===== config.mk =====
export PLATFORM = sky130hd
export DESIGN_NAME = fsm_bit_serializer
export DESIGN_NICKNAME = d
export VERILOG_FILES = /design/src/rtl/fsm_bit_serializer.sv
export SDC_FILE = /design/constraint.sdc
export NUM_CORES = 1
export LEC_CHECK = 0
export BUFFER_PORTS_ARGS = -buffer_cell sky130_fd_sc_hd__clkbuf_2
export CORE_ASPECT_RATIO = 0.9
export CORE_MARGIN = 5
export CORE_UTILIZATION = 58
export DETAILED_ROUTE_END_ITERATION = 12
export GPL_TIMING_DRIVEN = 0
export HOLD_SLACK_MARGIN = 0.02
export PLACE_DENSITY = 0.81
export SYNTH_ARGS = -nofsm -noshare
export SYNTH_HDL_FRONTEND = slang
export SYNTH_SLANG_ARGS = --single-unit
export TNS_END_PERCENT = 5

===== constraint.sdc =====
create_clock -name clk -period 3.85 [get_ports clk]
set_clock_uncertainty 0.2 [all_clocks]
set_input_delay 0 -clock clk [delete_from_list [all_inputs] [get_ports clk]]
set_output_delay 0 -clock clk [all_outputs]
set_load 0.03 [all_outputs]

===== src/rtl/fsm_bit_serializer.sv =====
// Parallel-to-serial front end: takes WIDTH-bit words over valid/ready and
// streams them one bit per clock onto X for the downstream serial-bit FSM.
module fsm_bit_serializer #(
  parameter int   WIDTH      = 8,
  parameter bit   MSB_FIRST  = 1'b1,
  parameter logic IDLE_LEVEL = 1'b0,
  parameter int   GAP_CYCLES = 0
) (
  input  logic             clk,
  input  logic             reset_n,
  input  logic [WIDTH-1:0] data_in,
  input  logic             data_valid,
  output logic             data_ready,
  input  logic             abort,
  output logic             X,
  output logic             busy,
  output logic             frame_done
);

  localparam int CNT_W = (WIDTH > 1) ? $clog2(WIDTH) : 1;
  localparam logic [CNT_W-1:0] LAST_CNT = CNT_W'(WIDTH - 1);
  localparam bit HAS_GAP = (GAP_CYCLES > 0);
  // GAP counts down to zero, so it is loaded with one less than its length.
  localparam logic [7:0] GAP_LOAD = HAS_GAP ? 8'(GAP_CYCLES - 1) : 8'd0;

  typedef enum logic [1:0] {
    ST_IDLE  = 2'd0,
    ST_SHIFT = 2'd1,
    ST_GAP   = 2'd2
  } state_t;

  function automatic logic first_bit(input logic [WIDTH-1:0] w);
    return MSB_FIRST ? w[WIDTH-1] : w[0];
  endfunction

  function automatic logic [WIDTH-1:0] advance(input logic [WIDTH-1:0] w);
    return MSB_FIRST ? {w[WIDTH-2:0], 1'b0} : {1'b0, w[WIDTH-1:1]};
  endfunction

  state_t           state_r, state_s;
  logic [WIDTH-1:0] shift_r, shift_s;
  logic [CNT_W-1:0] cnt_r, cnt_s;
  logic [7:0]       gap_r, gap_s;
  logic             x_r, x_s;
  logic             done_r, done_s;
  logic             busy_r;
  logic             last_s;
  logic             ready_s;
  logic             accept_s;

  // Handshake decode: ready only in IDLE or in a gapless last-bit cycle.
  always_comb begin
    last_s  = (state_r == ST_SHIFT) && (cnt_r == LAST_CNT);
    ready_s = 1'b0;
    if (abort) begin
      ready_s = 1'b0;
    end else if (state_r == ST_IDLE) begin
      ready_s = 1'b1;
    end else if (last_s && !HAS_GAP) begin
      ready_s = 1'b1;
    end else begin
      ready_s = 1'b0;
    end
    accept_s = data_valid && ready_s;
  end

  assign data_ready = ready_s;

  // Next-state and next-output logic; X defaults to the idle level.
  always_comb begin
    state_s = state_r;
    shift_s = shift_r;
    cnt_s   = cnt_r;
    gap_s   = gap_r;
    x_s     = IDLE_LEVEL;
    done_s  = 1'b0;
    case (state_r)
      ST_IDLE: begin
        if (accept_s) begin
          state_s = ST_SHIFT;
          shift_s = data_in;
          cnt_s   = '0;
          x_s     = first_bit(data_in);
        end else begin
          state_s = ST_IDLE;
        end
      end
      ST_SHIFT: begin
        if (abort || (last_s && HAS_GAP)) begin
          state_s = HAS_GAP ? ST_GAP : ST_IDLE;
          gap_s   = GAP_LOAD;
        end else if (last_s) begin
          if (accept_s) begin
            // Back-to-back: the next frame's first bit follows immediately.
            shift_s = data_in;
            cnt_s   = '0;
            x_s     = first_bit(data_in);
          end else begin
            state_s = ST_IDLE;
          end
        end else begin
          shift_s = advance(shift_r);
          cnt_s   = cnt_r + 1'b1;
          x_s     = first_bit(advance(shift_r));
          done_s  = (cnt_s == LAST_CNT);
        end
      end
      ST_GAP: begin
        if (gap_r == 8'd0) begin
          state_s = ST_IDLE;
        end else begin
          gap_s = gap_r - 8'd1;
        end
      end
      default: begin
        state_s = ST_IDLE;
      end
    endcase
  end

  // State and registered outputs.
  always_ff @(posedge clk or negedge reset_n) begin
    if (!reset_n) begin
      state_r <= ST_IDLE;
      shift_r <= '0;
      cnt_r   <= '0;
      gap_r   <= 8'd0;
      x_r     <= IDLE_LEVEL;
      done_r  <= 1'b0;
      busy_r  <= 1'b0;
    end else begin
      state_r <= state_s;
      shift_r <= shift_s;
      cnt_r   <= cnt_s;
      gap_r   <= gap_s;
      x_r     <= x_s;
      done_r  <= done_s;
      busy_r  <= (state_s != ST_IDLE);
    end
  end

  assign X          = x_r;
  assign busy       = busy_r;
  assign frame_done = done_r;

endmodule

# Word level (Yosys, flattened, before mapping)
# Index checks and enable logic that the tools add are counted.
[word_totals]
inputBits = 12
ff_bits = 24
out_inout_bits = 4
[classes]
eq_ne = 7
n_mux = 27
add_sub_neg = 2
n_reduce_logical = 9
[op_table]
columns = ["operator", "n"]
rows = [
  ["$mux 8", 5],
  ["$pmux 8 s2", 2],
  ["$mux 1", 10],
  ["$mux 3", 3],
  ["$logic_not 8->1", 1],
  ["$mux 2", 4],
  ["$sub 8x1->8 const B", 1],
  ["$eq 3x3->1 const B", 2],
  ["$ne 2x2->1 const B", 3],
  ["$pmux 2 s3", 1],
  ["$pmux 3 s2", 1],
  ["$reduce_bool 2->1", 3],
  ["$add 3x1->3 const B", 1],
  ["$reduce_and 3->1", 1],
  ["$eq 2x1->1 const B", 1],
  ["$eq 2x2->1 const B", 1],
  ["$logic_and 1x1->1", 2],
  ["$logic_not 2->1", 1],
  ["$pmux 1 s2", 1],
  ["$reduce_and 2->1", 1],
]

# Longest topological paths before layout
# Gate-level depths: netlist (run 1).
[depth]
word_depth = 11
depth_mapped = 7

# Worst setup path before layout (run 1)
# OpenSTA, ideal clock, no wires.
[synth_path]
path_type = "reg-to-reg"
start = "reg cnt_r[1]"
end = "reg shift_r[1]"
setup_ps = 72
period_less_slack_ps = 1898
arrival_ps = 1626
path_slack_ps = 1952
stages_incl_launch_ff = 8
path_buffers = 1
path_cell_list = "dfrtp_1 -> ha_1 -> ha_1 -> nor2b_1 -> nand3b_1 -> clkbuf_1 -> o22ai_1 -> nor2_1"
[synth_between]
elab_chain_len = 10
[synth_rtl]
columns = ["item", "line", "rtl"]
rows = [
  ["start, declared", "42", "logic [CNT_W-1:0] cnt_r, cnt_s;"],
  ["start signal, assigned", "134", "cnt_r <= cnt_s;"],
  ["$eq 3x3->1 (*)", "53", "last_s = (state_r == ST_SHIFT) && (cnt_r == LAST_CNT);"],
  ["$logic_and 1x1->1 (*)", "53", ""],
  ["$mux 1", "59", "end else if (last_s && !HAS_GAP) begin"],
  ["$mux 1", "57", "end else if (state_r == ST_IDLE) begin"],
  ["$mux 1", "55", "if (abort) begin"],
  ["$logic_and 1x1->1", "64", "accept_s = data_valid && ready_s;"],
  ["$mux 8", "--", ""],
  ["$mux 8", "92", "end else if (last_s) begin"],
  ["$mux 8", "89", "if (abort || (last_s && HAS_GAP)) begin"],
  ["$pmux 8 s2 (*)", "77", "case (state_r)"],
  ["end signal, assigned", "133", "shift_r <= shift_s;"],
  ["end, declared", "41", "logic [WIDTH-1:0] shift_r, shift_s;"],
]
# Every way passes the cells marked *; elsewhere a longest branch is shown, timed or not. The select of a mux whose other input is x is not followed.
# A chain may end at the register's enable or synchronous reset.

# Final worst setup path (run 1)
[layout_path]
start = "reg cnt_r[1]"
end = "reg x_r, in the netlist X"
[layout_between]
elab_chain_len = 10
[layout_rtl]
columns = ["item", "line", "rtl"]
rows = [
  ["$eq 3x3->1 (*)", "53", ""],
  ["$logic_and 1x1->1 (*)", "53", ""],
  ["$mux 1", "59", ""],
  ["$mux 1", "57", ""],
  ["$mux 1", "55", ""],
  ["$logic_and 1x1->1", "64", ""],
  ["$mux 1", "79, 93", ""],
  ["$mux 1", "92", ""],
  ["$mux 1", "89", ""],
  ["$pmux 1 s2 (*)", "77", ""],
  ["named net x_s", "44", "logic x_r, x_s;"],
  ["end signal, assigned", "136", "x_r <= x_s;"],
  ["end, declared", "44", ""],
]
# Mark *: on every way through the listed nets, which the timed path passes. The rest lies on a longest branch.

==> run metrics, run 1 <==
outcome completed; Cell Area, Synth 0.00109 mm²; Synth Area in Adders under 10%; mux cell area share after synthesis 2.76%; row count 14; period utilization 70.4%; Seq/Total Area, Yosys 52.9%; PortBufs 15; Critical Path Source Type flip-flop; cts bufs inserted 3; Worst setup EP type flip-flop; highest clock rate roughly 370 MHz; Die X ~56 µm; H-tree depth 1; Cells after Synth 112; Final Core Density between 70% and 80%; setup bufs post-CTS 0; Compound-Gate Fraction of Synth Area a little over 10%; Setup Crit Path Kind reg -> reg; Cells on Worst Hold Path 4; Sum Neg Setup Slack 0 ns; WP data arrival between 2 and 3 ns; placeable core region roughly 0.0017 mm²; grt total ovfl 0; CTS Root Cell clkbuf_4; io pins 16; Worst-Margin Slew between 1 and 1.5 ns; Slew Limit Headroom between 30 and 40%; Routed Antenna Nets 0; Pre-antenna DRT Iters 4; Slew Viols, Final 0; Die H approximately 51 µm; unrepaired setup endpoints after global routing no; Reg clk slew, reported paths around 0.13 ns; GRT Util Overall slightly above 20%; hold path endpoint shift_r[1]$_DFFE_PN0P_; R2R Setup Slk around 1.1 ns; clock tree buffer depth 2; final setup fails 0; Mapped Nets about 130; max-capacitance violation count 0; pin count of the biggest net entering global routing 24; DP Wirelength between 1500 and 2000 µm; RePlAce Congestion between 0.7 and 0.8; Final min period approximately 2.7 ns; DR WL/cell roughly 14 µm; Async SR Flop Fraction between 90% and 100%; critical path launch point cnt_r[1]$_DFFE_PN0P_; Synth Warn # 0; Final nets ~160; vias ~900; CTS tree built; Synth Area in XOR/XNOR approximately 1.6%; Synth Area per Inst approximately 9.7 µm²; Worst Path Required a little under 4 ns; ys flop type dfrtp_1; Synth Register Bits 23; RR Endpoint X$_DFF_PN0_; Synth area leaders dfrtp_1, nor2_1, ha_1; Initial DRC Count 13; Hold Vio Cnt, Final 0; die area 0.00284 mm²; PD cells approximately 340 mW/mm²; Starting Density between 60% and 70%; Detailed Route WL about 2500 µm; Synth Area in Simple Gates 23.2%; R2R Path Start cnt_r[1]$_DFFE_PN0P_; Area Overhead vs Synth 25.3%; Post-synth EDFFs 0; Synth area leader dfrtp_1; crit path max fanout 10; antenna cell count 0; drc violations 0; clk_lat worst skew roughly 0.33 ns; Min-Delay Path Class in -> reg; share of layout cells above drive strength 1 between 10% and 20%; Vias/cell approximately 5.4; Pleak 0.635 nW; Worst R2R Path Depth 7; Yosys cell types 28; Hold Crit Start data_in[1]; Overall Power ~470 µW; initial antenna violation count 0; main combinational cell family by area after synthesis simple AND/OR/NAND/NOR gates; Clock Sink Count 23; vias in the first global route 960; Synth top area share approximately 53%; peak supply drop ~260 µV; first-pass GRT wire length about 4500 µm
[state kept, by name (all words and copies together), names as in the netlist]
register and flops:
state_r 2, frame_done 1, cnt_r 3, X 1, shift_r 7, busy 1, gap_r 8
[critical path, stage by stage, from the launching register on]
cell           delay (ns)
dfrtp_1              0.42
ha_1                 0.19
ha_1                 0.17
nor2b_1              0.36
nand3b_1             0.20
clkbuf_1             0.37
o21ai_0              0.12
dlygate4sd3_1        0.56
[placed cells by master (no fill, tap or decap), drive strengths merged, types with 3 or more instances in the layout]
master       count
a21oi            5
clkbuf          21
dfrtp           23
dlygate4sd3     14
ha               5
inv              5
mux2i            3
nand2            9
nand3            6
nor2            20
o21ai            5
o22ai            5
[Yosys cell counts (all sizes together), types with 3 or more instances]
| cell | instances |
|---|---|
| nand2 | 9 |
| a21oi | 5 |
| inv | 5 |
| clkbuf | 3 |
| mux2i | 3 |
| ha | 5 |
| o21ai | 5 |
| nor2 | 20 |
| dfrtp | 23 |
| nand3 | 6 |
| o22ai | 5 |
[layout make-up]
class | count | area, µm²
plain buffers | 4 | 18.8
clock buffers | 3 | 22.5
clock inverters | 1 | 7.51
fillers | 115 | 370
inverters | 5 | 18.8
multi-input cells | 80 | 475
flip-flops and latches | 23 | 576
well taps | 24 | 30.0
repair buffers | 29 | 215
[metrics by stage]
step                setup slack, ns  instance area [µm²]  hold slack, ns  cells
global placement               1.70                 1190          -0.186    151
floorplan                      1.95                 1090          -0.496    112
CTS                            1.14                 1360           0.266    169
global route                  0.935                 1360           0.292    169
finish                         1.14                 1360           0.283    169
detailed placement             1.65                 1190          -0.183    151
[logic make-up after synthesis]
logic type / Yosys count
flip-flops: 23
buffers and inverters: 9
multiplexers: 3
AO/OA/AOI/OAI: 19
adder cells (fa/ha/maj): 5
XOR/XNOR: 2
AND/OR/NAND/NOR: 51
[layer usage]
metal	GRT usage (%)	share of wire (%)
met3	6.55	6.0
met5	0	0
met4	6.07	1.6
met1	23.4	42
met2	36.6	50
[where the power goes]
part           leakage (nW)  total, mW  internal [mW]  switching (mW)
sequential            0.296      0.275          0.262          0.0124
clock                0.0139      0.120         0.0399          0.0798
combinational         0.325     0.0718         0.0325          0.0393
[worst max-delay path by stage]
stage                                   endpoint
after floorplan           shift_r[1]$_DFFE_PN0P_
after global placement    shift_r[3]$_DFFE_PN0P_
after detailed placement  shift_r[2]$_DFFE_PN0P_
after CTS                            X$_DFF_PN0_
after global routing                 X$_DFF_PN0_
final                                X$_DFF_PN0_
[what timing repair did]
item	CTS	global route
gates resized for setup	0	0
hold buffers	14	0
endpoints found under the hold margin	38	0
(Power assumes the default switching activity.)
==> inputs of run 2 (changes only) <==
- CORE_UTILIZATION: 58 -> 54
- PLACE_DENSITY: 0.81 -> 0.76
- clock period: 3.85 -> 2.77 ns (I/O delays scaled with it)
==> run metrics, run 2 (same netlist as run 1, synthesis figures left out) <==
biggest regs gap_r: 8 flops, shift_r: 7 flops, cnt_r: 3 flops (unchanged); PortBufs 15 (unchanged); Starting Density 56.9% (was 62.8%); Area Overhead vs Synth 24.3% (was 25.3%); Slew Viols, Final 0 (unchanged); Largest Register gap_r (unchanged); CTS Root Cell clkbuf_4 (unchanged); Slew Limit Headroom 32.8% (was 30.8%); placeable core region 0.00191 mm² (was 0.00173 mm²); first-pass GRT wire length 3670 µm (was 4460 µm); most frequent cells in the layout dfrtp_1, nor2_1, clkbuf_2, dlygate4sd3_1, nand2_1 (unchanged); RePlAce Congestion 0.842 (was 0.792); Hold Vio Cnt, Final 0 (unchanged); unrepaired setup endpoints after global routing no (unchanged); antenna cell count 0 (unchanged); dpl cells 152 (was 151); Worst R2R Path Depth 7 (unchanged); Die X 57.3 µm (was 55.7 µm); Die H 52.6 µm (was 51.1 µm); PD cells 465 mW/mm² (was 342 mW/mm²); initial antenna violation count 0 (unchanged); H-tree depth 1 (unchanged); vias in the first global route 833 (was 960); Routed Antenna Nets 0 (unchanged); CTS tree built (unchanged); Largest register FFs 8 (unchanged); Worst-Margin Slew 1.00 ns (was 1.03 ns); pin count of the biggest net entering global routing 24 (unchanged); DP Wirelength 1420 µm (was 1610 µm); clock tree buffer depth 2 (unchanged); clk_lat worst skew 0.31 ns (was 0.33 ns); RR Endpoint X$_DFF_PN0_ (unchanged); vias 896 (was 920); highest clock rate 397 MHz (was 369 MHz); WP data arrival 2.52 ns (was 2.74 ns); Final min period 2.52 ns (was 2.71 ns); Sum Neg Setup Slack 0 ns (unchanged); fin cells 169 (unchanged); Detailed Route WL 2070 µm (was 2450 µm); Initial DRC Count 23 (was 13); Final Core Density 70.7% (was 78.6%); io pins 16 (unchanged); outcome completed (unchanged); Worst setup EP type flip-flop (unchanged); die area 0.00302 mm² (was 0.00284 mm²); Critical Path Source Type flip-flop (unchanged); R2R Path Start cnt_r[1]$_DFFE_PN0P_ (unchanged); Overall Power 629 µW (was 466 µW); grt total ovfl 0 (unchanged); Critical Path End X$_DFF_PN0_ (unchanged); peak supply drop 365 µV (was 259 µV); Reg clk slew, reported paths 0.11 ns (was 0.13 ns); Worst Path Required 2.77 ns (was 3.87 ns); max-capacitance violation count 0 (unchanged); GRT Util Overall 16.2% (was 20.4%); critical path launch point cnt_r[1]$_DFFE_PN0P_ (unchanged); R2R Setup Slk 0.25 ns (was 1.14 ns); most common cell after layout, fill and taps aside dfrtp_1 (unchanged); Vias/cell 5.30 (was 5.44); Clock Sink Count 23 (unchanged); Pleak 0.635 nW (about the same); Min-Delay Path Class in -> reg (unchanged); Pre-antenna DRT Iters 4 (unchanged); final setup fails 0 (unchanged); crit path max fanout 10 (unchanged); row count 15 (was 14); DR WL/cell 12.3 µm (was 14.5 µm); cts bufs inserted 3 (unchanged); Final nets 162 (was 163); period utilization 91.0% (was 70.4%); share of layout cells above drive strength 1 16.0% (was 15.9%); drc violations 0 (unchanged); Setup Crit Path Kind reg -> reg (unchanged)
-- run 2: worst min path at each step --
stage,from,end,slack [ns],cells past startpoint
after global placement,reset_n,shift_r[1]$_DFFE_PN0P_,-0.19,1
after CTS,data_valid,state_r[0]$_DFF_PN0_,0.03,3
after floorplan,reset_n,X$_DFF_PN0_,-0.50,0
after global routing,data_valid,state_r[0]$_DFF_PN0_,0.06,3
after detailed placement,reset_n,shift_r[2]$_DFFE_PN0P_,-0.18,1
final,data_valid,state_r[0]$_DFF_PN0_,0.03,3
-- run 2: layout make-up --
cell class / count / area [µm²]
Buffer: 4 / 20.0
Inverter: 5 / 18.8
Sequential cell: 23 / 576
Tap cell: 25 / 31.3
Clock buffer: 4 / 26.3
Multi-Input combinational cell: 80 / 475
Timing Repair Buffer: 28 / 205
Fill cell: 159 / 562
-- run 2: repair_timing --
action                                 in CTS  in global routing
buffers inserted                            0                  0
setup endpoints to repair                   0                  1
gates resized for setup                     0                  2
endpoints found under the hold margin      37                  0
hold buffers                               13                  0
-- run 2: metal layers --
| metal | global-route usage, % | vias up | wire [µm] |
|---|---|---|---|
| met2 | 24.5 | 14 | 912 |
| met4 | 8.11 | 0 | 26 |
| met1 | 22.7 | 425 | 1050 |
| met3 | 2.22 | 4 | 83 |
| li1 | - | 453 | - |
| met5 | 0 | - | 0 |
-- run 2: worst max-delay path, stage by stage (launching register included) --
cell           delay [ns]
dfrtp_1              0.41
ha_1                 0.19
ha_1                 0.17
nor2b_1              0.38
nand3b_1             0.19
clkbuf_2             0.23
o21ai_0              0.09
dlygate4sd3_1        0.55
-- run 2: where the power goes --
group / leakage, nW / total, mW / switching [mW] / internal (mW)
logic: 0.324 / 0.0980 / 0.0531 / 0.0449
clock network: 0.0150 / 0.149 / 0.0928 / 0.0562
registers: 0.296 / 0.382 / 0.0171 / 0.365
-- run 2: per-stage QoR --
step                area, µm²  worst slack (ns)  hold WS (ns)
finish                   1350             0.249        0.0332
global route             1350            0.0776        0.0566
global placement         1190             0.634        -0.185
floorplan                1090             0.872        -0.496
CTS                      1350             0.115        0.0276
detailed placement       1190             0.602        -0.181
==> inputs of run 3 (changes only) <==
- GPL_TIMING_DRIVEN: 0 -> not set
==> run metrics, run 3 (same netlist as run 1, synthesis figures left out) <==
unrepaired setup endpoints after global routing no (unchanged); Worst path most repeated cell ha_1 (unchanged); share of layout cells above drive strength 1 14.9% (was 16.0%); sw frac 26.7% (was 25.9%); Pleak 0.627 nW (was 0.635 nW); Slew Limit Headroom 33.6% (was 32.8%); master of the slowest instance on the critical path dlygate4sd3_1 (unchanged); Die H 52.6 µm (unchanged); Clk pwr share 24.6% (was 23.7%); grt total ovfl 0 (unchanged); initial antenna violation count 0 (unchanged); H-tree depth 1 (unchanged); hold path endpoint shift_r[0]$_DFFE_PN0P_ (was state_r[0]$_DFF_PN0_); placeable core region 0.00191 mm² (unchanged); outcome completed (unchanged); cts bufs inserted 3 (unchanged); critical-path cell list ha_1 -> ha_1 -> nor2b_1 -> nand3b_1 -> nor4b_1 -> dlygate4sd3_1 -> nor3_1 (was ha_1 -> ha_1 -> nor2b_1 -> nand3b_1 -> clkbuf_2 -> o21ai_0 -> dlygate4sd3_1); clk_lat worst skew 0.31 ns (about the same); Initial DRC Count 23 (unchanged); Detailed Route WL 2240 µm (was 2070 µm); max-capacitance violation count 0 (unchanged); final setup fails 0 (unchanged); Cells on Worst Hold Path 4 (was 3); RR Endpoint shift_r[6]$_DFFE_PN0P_ (was X$_DFF_PN0_); PortBufs 15 (unchanged); Logic pwr share 15.2% (was 15.6%); R2R Path Start cnt_r[1]$_DFFE_PN0P_ (unchanged); DP Wirelength 1500 µm (was 1420 µm); Overall Power 635 µW (was 629 µW); Sum Neg Setup Slack 0 ns (unchanged); Clock Sink Count 23 (unchanged); vias in the first global route 929 (was 833); Reg power frac 60.2% (was 60.7%); crit path max fanout 11 (was 10); Final nets 159 (was 162); Worst R2R Path Depth 7 (unchanged); biggest regs gap_r: 8 flops, shift_r: 7 flops, cnt_r: 3 flops (unchanged); GRT Util Overall 17.5% (was 16.2%); CTS tree built (unchanged); Vias/cell 5.34 (was 5.30); Int Pwr 465 µW (was 466 µW); PD cells 473 mW/mm² (was 465 mW/mm²); antenna cell count 0 (unchanged); Die X 57.3 µm (unchanged); clock tree buffer depth 2 (unchanged); most common cell after layout, fill and taps aside dfrtp_1 (unchanged); period utilization 93.5% (was 91.0%); Hold Vio Cnt, Final 0 (unchanged); Switch Pwr 169 µW (was 163 µW); WP data arrival 2.63 ns (was 2.52 ns); Largest register FFs 8 (unchanged); die area 0.00302 mm² (unchanged); Starting Density 56.9% (unchanged); RePlAce Congestion 0.835 (was 0.842); Worst-Margin Slew 0.993 ns (was 1.00 ns); drc violations 0 (unchanged); Area Overhead vs Synth 23.3% (was 24.3%); Worst setup EP type flip-flop (unchanged); R2R Setup Slk 0.18 ns (was 0.25 ns); highest clock rate 386 MHz (was 397 MHz); Hold Crit Start data_in[0] (was data_valid); dpl cell area 0.00118 mm² (was 0.00119 mm²); peak supply drop 392 µV (was 365 µV); Reg clk slew, reported paths 0.12 ns (was 0.11 ns); Setup Crit Path Kind reg -> reg (unchanged); DR WL/cell 13.5 µm (was 12.3 µm); Worst Path Required 2.81 ns (was 2.77 ns); most frequent cells in the layout dfrtp_1, nor2_1, clkbuf_2, dlygate4sd3_1, nand2_1 (unchanged); pin count of the biggest net entering global routing 24 (unchanged); first-pass GRT wire length 3950 µm (was 3670 µm); Final min period 2.59 ns (was 2.52 ns); Critical Path Source Type flip-flop (unchanged); Pre-antenna DRT Iters 4 (unchanged); vias 886 (was 896); Routed Antenna Nets 0 (unchanged); CP peak stage delay 0.57 ns (was 0.55 ns); Slew Viols, Final 0 (unchanged); Min-Delay Path Class in -> reg (unchanged); CTS Root Cell clkbuf_4 (unchanged); row count 15 (unchanged); io pins 16 (unchanged); final instance area 0.00134 mm² (was 0.00135 mm²); Largest Register gap_r (unchanged); Final Core Density 70.1% (was 70.7%)
[run 3: cell types whose count changed in the layout (fill, tap and decap cells not counted), sizes merged]
cell,before,now
dlygate4sd3,13,14
buf,1,0
clkbuf,22,19
[run 3: worst max-delay path: cells and delay by family, from the launching register on]
kind          cells  cell delay, ns
flops             1            0.42
simple gates      4            0.97
fa+ha+maj         2            0.37
buf+inv           1            0.57
[run 3: worst max path at each step]
stage,startpoint,endpoint,slack (ns)
finish,cnt_r[1]$_DFFE_PN0P_,shift_r[6]$_DFFE_PN0P_,0.18
global route,cnt_r[1]$_DFFE_PN0P_,shift_r[6]$_DFFE_PN0P_,0.003
global placement,cnt_r[1]$_DFFE_PN0P_,shift_r[3]$_DFFE_PN0P_,0.77
CTS,cnt_r[1]$_DFFE_PN0P_,shift_r[6]$_DFFE_PN0P_,0.19
floorplan,cnt_r[1]$_DFFE_PN0P_,shift_r[1]$_DFFE_PN0P_,0.87
detailed placement,cnt_r[1]$_DFFE_PN0P_,shift_r[0]$_DFFE_PN0P_,0.76
[run 3: power by group through the flow]
stage,logic [mW],registers (mW),clock network [mW]
global route,0.111,0.386,0.175
floorplan,0.0495,0.389,0
global placement,0.0795,0.386,0
CTS,0.0977,0.382,0.159
finish,0.0967,0.382,0.156
detailed placement,0.0814,0.389,0
[run 3: final cells by class]
class                           count  area (µm²)
Clock buffer                        4        26.3
Fill cell                         160         572
Inverter                            5        18.8
Tap cell                           25        31.3
Sequential cell                    23         576
Timing Repair Buffer               29         215
Multi-Input combinational cell     80         475
[run 3: layer usage]
metal / GRT usage (%) / vias to the layer above / share of wire (%)
met5: 0 / - / 0
met4: 9.27 / 0 / 1.5
met3: 2.71 / 4 / 4.7
met2: 29.7 / 24 / 48
met1: 21.5 / 413 / 45
li1: - / 445 / -
[run 3: through the flow]
step	setup WS [ns]	hold WS, ns	std cells
final	0.180	0.290	166
after global routing	0.00311	0.293	166
after CTS	0.187	0.279	166
after detailed placement	0.758	-0.184	148
after global placement	0.769	-0.184	148
after floorplan	0.872	-0.496	112
[run 3: what timing repair did]
item                      CTS  global route
hold endpoints to repair   38             0
gates resized for setup     0             0
hold buffers               14             0
buffers inserted            0             0
